[config.mk]
export PLATFORM = sky130hd
export DESIGN_NAME = word_lock_fsm
export DESIGN_NICKNAME = d
export VERILOG_FILES = /design/src/rtl/word_lock_pkg.sv /design/src/rtl/sat_cntr.sv /design/src/rtl/word_lock_fsm.sv
export SDC_FILE = /design/constraint.sdc
export NUM_CORES = 1
export LEC_CHECK = 0
export BUFFER_PORTS_ARGS = -buffer_cell sky130_fd_sc_hd__buf_4
export CAP_MARGIN = 20
export CORE_MARGIN = 8
export CORE_UTILIZATION = 59
export CTS_BUF_LIST = sky130_fd_sc_hd__clkbuf_4 sky130_fd_sc_hd__clkbuf_8 sky130_fd_sc_hd__clkbuf_16
export CTS_CLUSTER_DIAMETER = 60
export DETAILED_ROUTE_END_ITERATION = 10
export PLACE_DENSITY_LB_ADDON = 0.08
export SLEW_MARGIN = 20
export SYNTH_ARGS = -nofsm -noshare
export SYNTH_HDL_FRONTEND = slang
export SYNTH_SLANG_ARGS = --single-unit
[constraint.sdc]
create_clock -name clk -period 3.39 [get_ports clk]
set_input_delay 0.5085 -clock clk [delete_from_list [all_inputs] [get_ports clk]]
set_output_delay 0.5085 -clock clk [all_outputs]
set_load 0.005 [all_outputs]
[src/rtl/word_lock_pkg.sv]
// Shared constants for the sync-header word-lock state machine.
package word_lock_pkg;

   localparam int unsigned CNT_W = 8;
   localparam int unsigned ERR_W = 16;

   typedef logic [1:0] state_t;

   localparam state_t ST_HUNT   = 2'd0;
   localparam state_t ST_SLIP   = 2'd1;
   localparam state_t ST_GRACE  = 2'd2;
   localparam state_t ST_LOCKED = 2'd3;

endpackage

[src/rtl/sat_cntr.sv]
// Saturating up-counter with synchronous reset, clear and increment enable.
module sat_cntr #(
   parameter int TARGET_CHIP = 2,
   parameter int WIDTH       = 16
) (
   input  logic             clk,
   input  logic             sclr,
   input  logic             clear,
   input  logic             inc,
   output logic [WIDTH-1:0] count
);

   logic [WIDTH-1:0] r_count;
   logic [WIDTH-1:0] w_next;
   logic [WIDTH-1:0] w_inc_val;
   logic             w_full;

   // Both forms detect all-ones; family 0 prefers a wide compare over a carry chain.
   if (TARGET_CHIP == 0) begin : g_cmp
      assign w_full    = (r_count == '1);
      assign w_inc_val = r_count + WIDTH'(1);
   end else begin : g_carry
      logic [WIDTH:0] w_sum;
      assign w_sum     = {1'b0, r_count} + {{WIDTH{1'b0}}, 1'b1};
      assign w_full    = w_sum[WIDTH];
      assign w_inc_val = w_sum[WIDTH-1:0];
   end

   always_comb begin
      w_next = r_count;
      if (clear)
         w_next = '0;
      else if (inc && !w_full)
         w_next = w_inc_val;
   end

   always_ff @(posedge clk) begin
      if (sclr)
         r_count <= '0;
      else
         r_count <= w_next;
   end

   assign count = r_count;

endmodule

[src/rtl/word_lock_fsm.sv]
// Block-lock state machine: hunts for a run of good sync headers, slips on errors,
// and monitors the bad-header rate per window once locked.
module word_lock_fsm
   import word_lock_pkg::*;
#(
   parameter int TARGET_CHIP   = 2,
   parameter int GOOD_TO_LOCK  = 64,
   parameter int BAD_TO_UNLOCK = 16,
   parameter int WINDOW        = 64
) (
   input  logic              clk,
   input  logic              sclr,
   input  logic              hdr_valid,
   input  logic              hdr_good,
   input  logic              grace,
   output logic              start_grace,
   output logic              slip,
   output logic              word_locked,
   output logic              lock_lost,
   output logic [ERR_W-1:0]  err_cnt
);

   localparam logic [CNT_W-1:0] L_GOOD = CNT_W'(GOOD_TO_LOCK);
   localparam logic [CNT_W-1:0] L_BAD  = CNT_W'(BAD_TO_UNLOCK);
   localparam logic [CNT_W-1:0] L_WIN  = CNT_W'(WINDOW);

   state_t           r_state;
   logic [CNT_W-1:0] r_good_cnt;
   logic [CNT_W-1:0] r_win_cnt;
   logic [CNT_W-1:0] r_bad_cnt;
   logic             r_dwell;
   logic             r_slip;
   logic             r_start_grace;
   logic             r_word_locked;
   logic             r_lock_lost;

   logic             w_hdr_ok;
   logic             w_hdr_bad;
   logic [CNT_W-1:0] w_good_nxt;
   logic [CNT_W-1:0] w_win_nxt;
   logic [CNT_W-1:0] w_bad_nxt;
   logic             w_err_inc;

   assign w_hdr_ok   = hdr_valid & hdr_good;
   assign w_hdr_bad  = hdr_valid & ~hdr_good;
   assign w_good_nxt = r_good_cnt + CNT_W'(1);
   assign w_win_nxt  = r_win_cnt + CNT_W'(1);
   assign w_bad_nxt  = r_bad_cnt + CNT_W'(w_hdr_bad);
   assign w_err_inc  = (r_state == ST_LOCKED) & w_hdr_bad;

   // Thresholds are tested on the incremented value so the header that crosses
   // one acts on the same edge, keeping input-to-output latency at one cycle.
   always_ff @(posedge clk) begin
      if (sclr) begin
         r_state       <= ST_HUNT;
         r_good_cnt    <= '0;
         r_win_cnt     <= '0;
         r_bad_cnt     <= '0;
         r_dwell       <= 1'b0;
         r_slip        <= 1'b0;
         r_start_grace <= 1'b0;
         r_word_locked <= 1'b0;
         r_lock_lost   <= 1'b0;
      end else begin
         r_slip        <= 1'b0;
         r_start_grace <= 1'b0;
         r_lock_lost   <= 1'b0;
         case (r_state)
            ST_HUNT: begin
               if (w_hdr_bad) begin
                  r_good_cnt    <= '0;
                  r_state       <= ST_SLIP;
                  r_slip        <= 1'b1;
                  r_start_grace <= 1'b1;
               end else if (w_hdr_ok) begin
                  if (w_good_nxt == L_GOOD) begin
                     r_good_cnt    <= '0;
                     r_win_cnt     <= '0;
                     r_bad_cnt     <= '0;
                     r_state       <= ST_LOCKED;
                     r_word_locked <= 1'b1;
                  end else begin
                     r_good_cnt <= w_good_nxt;
                  end
               end
            end
            ST_SLIP: begin
               r_state <= ST_GRACE;
               r_dwell <= 1'b0;
            end
            ST_GRACE: begin
               if (r_dwell && !grace) begin
                  r_state    <= ST_HUNT;
                  r_good_cnt <= '0;
               end else begin
                  r_dwell <= 1'b1;
               end
            end
            ST_LOCKED: begin
               if (hdr_valid) begin
                  // Unlock is checked first so it wins over a coincident window end.
                  if (w_bad_nxt == L_BAD) begin
                     r_state       <= ST_SLIP;
                     r_slip        <= 1'b1;
                     r_start_grace <= 1'b1;
                     r_lock_lost   <= 1'b1;
                     r_word_locked <= 1'b0;
                     r_win_cnt     <= '0;
                     r_bad_cnt     <= '0;
                  end else if (w_win_nxt == L_WIN) begin
                     r_win_cnt <= '0;
                     r_bad_cnt <= '0;
                  end else begin
                     r_win_cnt <= w_win_nxt;
                     r_bad_cnt <= w_bad_nxt;
                  end
               end
            end
            default: begin
               r_state       <= ST_HUNT;
               r_word_locked <= 1'b0;
            end
         endcase
      end
   end

   sat_cntr #(
      .TARGET_CHIP (TARGET_CHIP),
      .WIDTH       (ERR_W)
   ) u_err_cnt (
      .clk   (clk),
      .sclr  (sclr),
      .clear (1'b0),
      .inc   (w_err_inc),
      .count (err_cnt)
   );

   assign slip        = r_slip;
   assign start_grace = r_start_grace;
   assign word_locked = r_word_locked;
   assign lock_lost   = r_lock_lost;

endmodule

==> metrics.yaml <==
outcome:
  outcome: "finished clean"
setup_path:
  r2r-start: "r_bad_cnt[0]$_SDFFE_PP0P_"
  reg2reg_slack_ns: 0.83
  reg2reg_depth: 6
  worstSetupEndpointType: "flip-flop"
  r2r_end: "r_state[1]$_SDFFE_PP0P_"
  critPathLaunchType: "primary input"
  required_ns: 3.58
  worst_ep_arrival_time_ns: 2.91
  cp_max_fo: 6
  worstSetupPathType: "in -> reg"
hold_path:
  hp-start: "r_bad_cnt[0]$_SDFFE_PP0P_"
  hold_path.class: "reg -> reg"
  min_to: "r_bad_cnt[0]$_SDFFE_PP0P_"
  holdPathStages: 2
clocking:
  post_cts_buffers: 0
  cts_tree: "built"
  clk_pin_slew_ns: 0.08
  htree_levels: 2
  cts.sinks: 46
  root_buffer: "clkbuf_8"
  clock_latency_ns: 0.30
  postCtsResizedCells: 0
  cts_max_path_buffers: 2
  cts_made_buffers: 5
  postCtsHoldBufs: 0
global_routing:
  grt_usage_pct: 16.7
  grt_pass1_wl_um: 10100
  first_global_vias: 2138
  antenna_found_initial: 0
  grt-ovfl-total: 0
  grt_max_degree: 45
synth:
  avgSynthCellArea_um2: 8.78
  synth-edff-count: 0
  ys_async_sr_fraction_pct: 0
  synth_cell_types: 60
  synth_area_um2: 2650
  ys_warn_count: 0
  ys_seq_area_share_pct: 34.7
  ys_ff_latch: 46
  yosys_most_used_dff: "dfxtp_1"
  postSynthCellCount: 302
  syn-num-nets: 317
timing:
  worst_slack_ns: 0.671
  tns_ns: 0
  maxSlewHeadroom_pct: 57.1
  clock_skew_ns: 0.00329
  final_hold_viol_count: 0
  rsz0062_at_grt: "false"
  fmax_mhz: 368
  worst_pin_slew_ns: 0.643
  period_needed_ns: 2.72
  fin_crit_sh_pct: 80.2
  setup_viol: 0
  finalMaxSlewViolations: 0
routing:
  drtAntennaViolNets: 0
  firstDrtPassIters: 4
  drt_iter0_markers: 195
  wl_per_cell_um: 15.3
  vias: 2296
  routed_via_density: 6.16
  wl_um: 5720
  drcViolationCount: 0
power:
  comb_power_share_pct: 20.7
  p_switching_uw: 375
  seqPwrFrac_pct: 42.5
  p_leak_nw: 1.12
  pwr-share-clk_pct: 36.8
  p_int_uw: 979
  power.density_nw_per_um2: 454
  switching_share_pct: 27.7
  ir_drop_mv: 0.355
die:
  coreArea_um2: 4350
  dieHeight_um: 83.0
  row_count: 24
  die_area_um2: 6890
  initial_core_util_pct: 60.9
  die_x_um: 83.0
  ioPinCount: 25
final_layout:
  final_common_cell: "dfxtp_1"
  final_cell_mix: "46 x dfxtp_1, 38 x nor2_1, 25 x buf_4, 21 x nand2_1, 12 x xor2_1"
  post-route-util_pct: 68.6
  nets: 335
  antenna_cells: 0
  final_cells: 373
  drive_gt1_share_pct: 15.0
  n_fill_cell: 351
  synthToLayoutAreaGrowth_pct: 12.6
placement:
  post-dp-hpwl_um: 4010
  port_buffers: 24
  dpl_worst_slack_ns: 0.364
  dp.cells: 365
  gp_congestion: 0.853
flow_run:
  cap_violations: 0
-- cell usage after synthesis (all sizes together) (4+ instances only) --
| library cell | n | area [µm²] |
|---|---|---|
| dfxtp | 46 | 921 |
| nor2 | 38 | 143 |
| nand2 | 21 | 78.8 |
| xor2 | 12 | 105 |
| inv | 11 | 41.3 |
| o21ai | 11 | 55.1 |
| a21oi | 10 | 53.8 |
| ha | 10 | 125 |
| nand3 | 10 | 50.1 |
| o32ai | 10 | 106 |
| and3 | 9 | 56.3 |
| clkbuf | 9 | 33.8 |
| a22o | 6 | 52.6 |
| and2 | 5 | 31.3 |
| buf | 5 | 27.5 |
| nand4 | 5 | 31.3 |
| nor2b | 5 | 31.3 |
| o2111ai | 5 | 43.8 |
| o211ai | 5 | 37.5 |
| or2 | 5 | 31.3 |
| a311oi | 4 | 52.6 |
| a31oi | 4 | 25.0 |
| nor3 | 4 | 31.3 |
-- power by group through the flow --
stage | clock network [mW] | logic [mW] | registers (mW)
floorplan | 0 | 0.223 | 0.584
global placement | 0 | 0.272 | 0.587
detailed placement | 0 | 0.281 | 0.588
CTS | 0.508 | 0.281 | 0.576
global route | 0.530 | 0.318 | 0.580
finish | 0.499 | 0.280 | 0.575
-- layer usage --
metal | GRT usage (%) | wire length [µm]
met1 | 22.0 | 2820
met2 | 25.8 | 2550
met3 | 3.91 | 299
met4 | 5.59 | 50
met5 | 0 | 0
-- layout make-up --
type	instances	area [µm²]	area share (%)
clock buffers	6	82.6	2.77
well taps	52	65.1	2.18
repair buffers	25	188	6.29
multi-input cells	231	1630	54.5
inverters	11	41.3	1.38
flip-flops and latches	46	921	30.8
clock inverters	2	60.1	2.01
-- worst max-delay path by stage --
| stage | to | startpoint | slack (ns) |
|---|---|---|---|
| CTS | r_state[1]$_SDFFE_PP0P_ | hdr_valid | 0.68 |
| finish | r_state[1]$_SDFFE_PP0P_ | hdr_valid | 0.67 |
| global route | r_bad_cnt[6]$_SDFFE_PP0P_ | hdr_valid | 0.58 |
| global placement | r_bad_cnt[7]$_SDFFE_PP0P_ | hdr_valid | 0.45 |
| floorplan | r_state[1]$_SDFFE_PP0P_ | hdr_valid | 0.61 |
| detailed placement | r_state[1]$_SDFFE_PP0P_ | hdr_valid | 0.36 |
-- flip-flops by register name (all words and copies together), names as in the netlist --
signal / count
r_win_cnt: 8
u_err_cnt.count: 16
lock_lost: 1
start_grace: 1
r_good_cnt: 8
r_state: 2
r_dwell: 1
word_locked: 1
r_bad_cnt: 8
-- stage by stage --
stage | power, mW | hold WS [ns] | instance area [µm²]
floorplan | 0.808 | 0.456 | 2650
detailed placement | 0.869 | 0.477 | 2840
finish | 1.35 | 0.487 | 2990
global route | 1.43 | 0.519 | 2990
global placement | 0.860 | 0.470 | 2840
CTS | 1.36 | 0.485 | 2990
-- logic make-up (layout without fill, tap and decap cells) --
family | Yosys count | in the layout | share of synthesized area (%)
xor gates and xnor gates | 15 | 15 | 4.96
and+or+nand+nor | 123 | 123 | 24.5
muxes | 5 | 5 | 1.98
buffers and inverters | 25 | 44 | 3.87
DFF | 46 | 46 | 34.7
AOI/OAI and AO/OA | 78 | 78 | 25.2
adders and majority gates | 10 | 10 | 4.72
-- worst max-delay path, cell delays in order --
cell and delay [ns]:
buf_4 0.13, nor2b_1 0.15, ha_1 0.21, ha_1 0.30, or4_4 0.52, o31a_1 0.39, a311oi_4 0.35, mux2_1 0.35
Power figures use the tool's default switching activity.
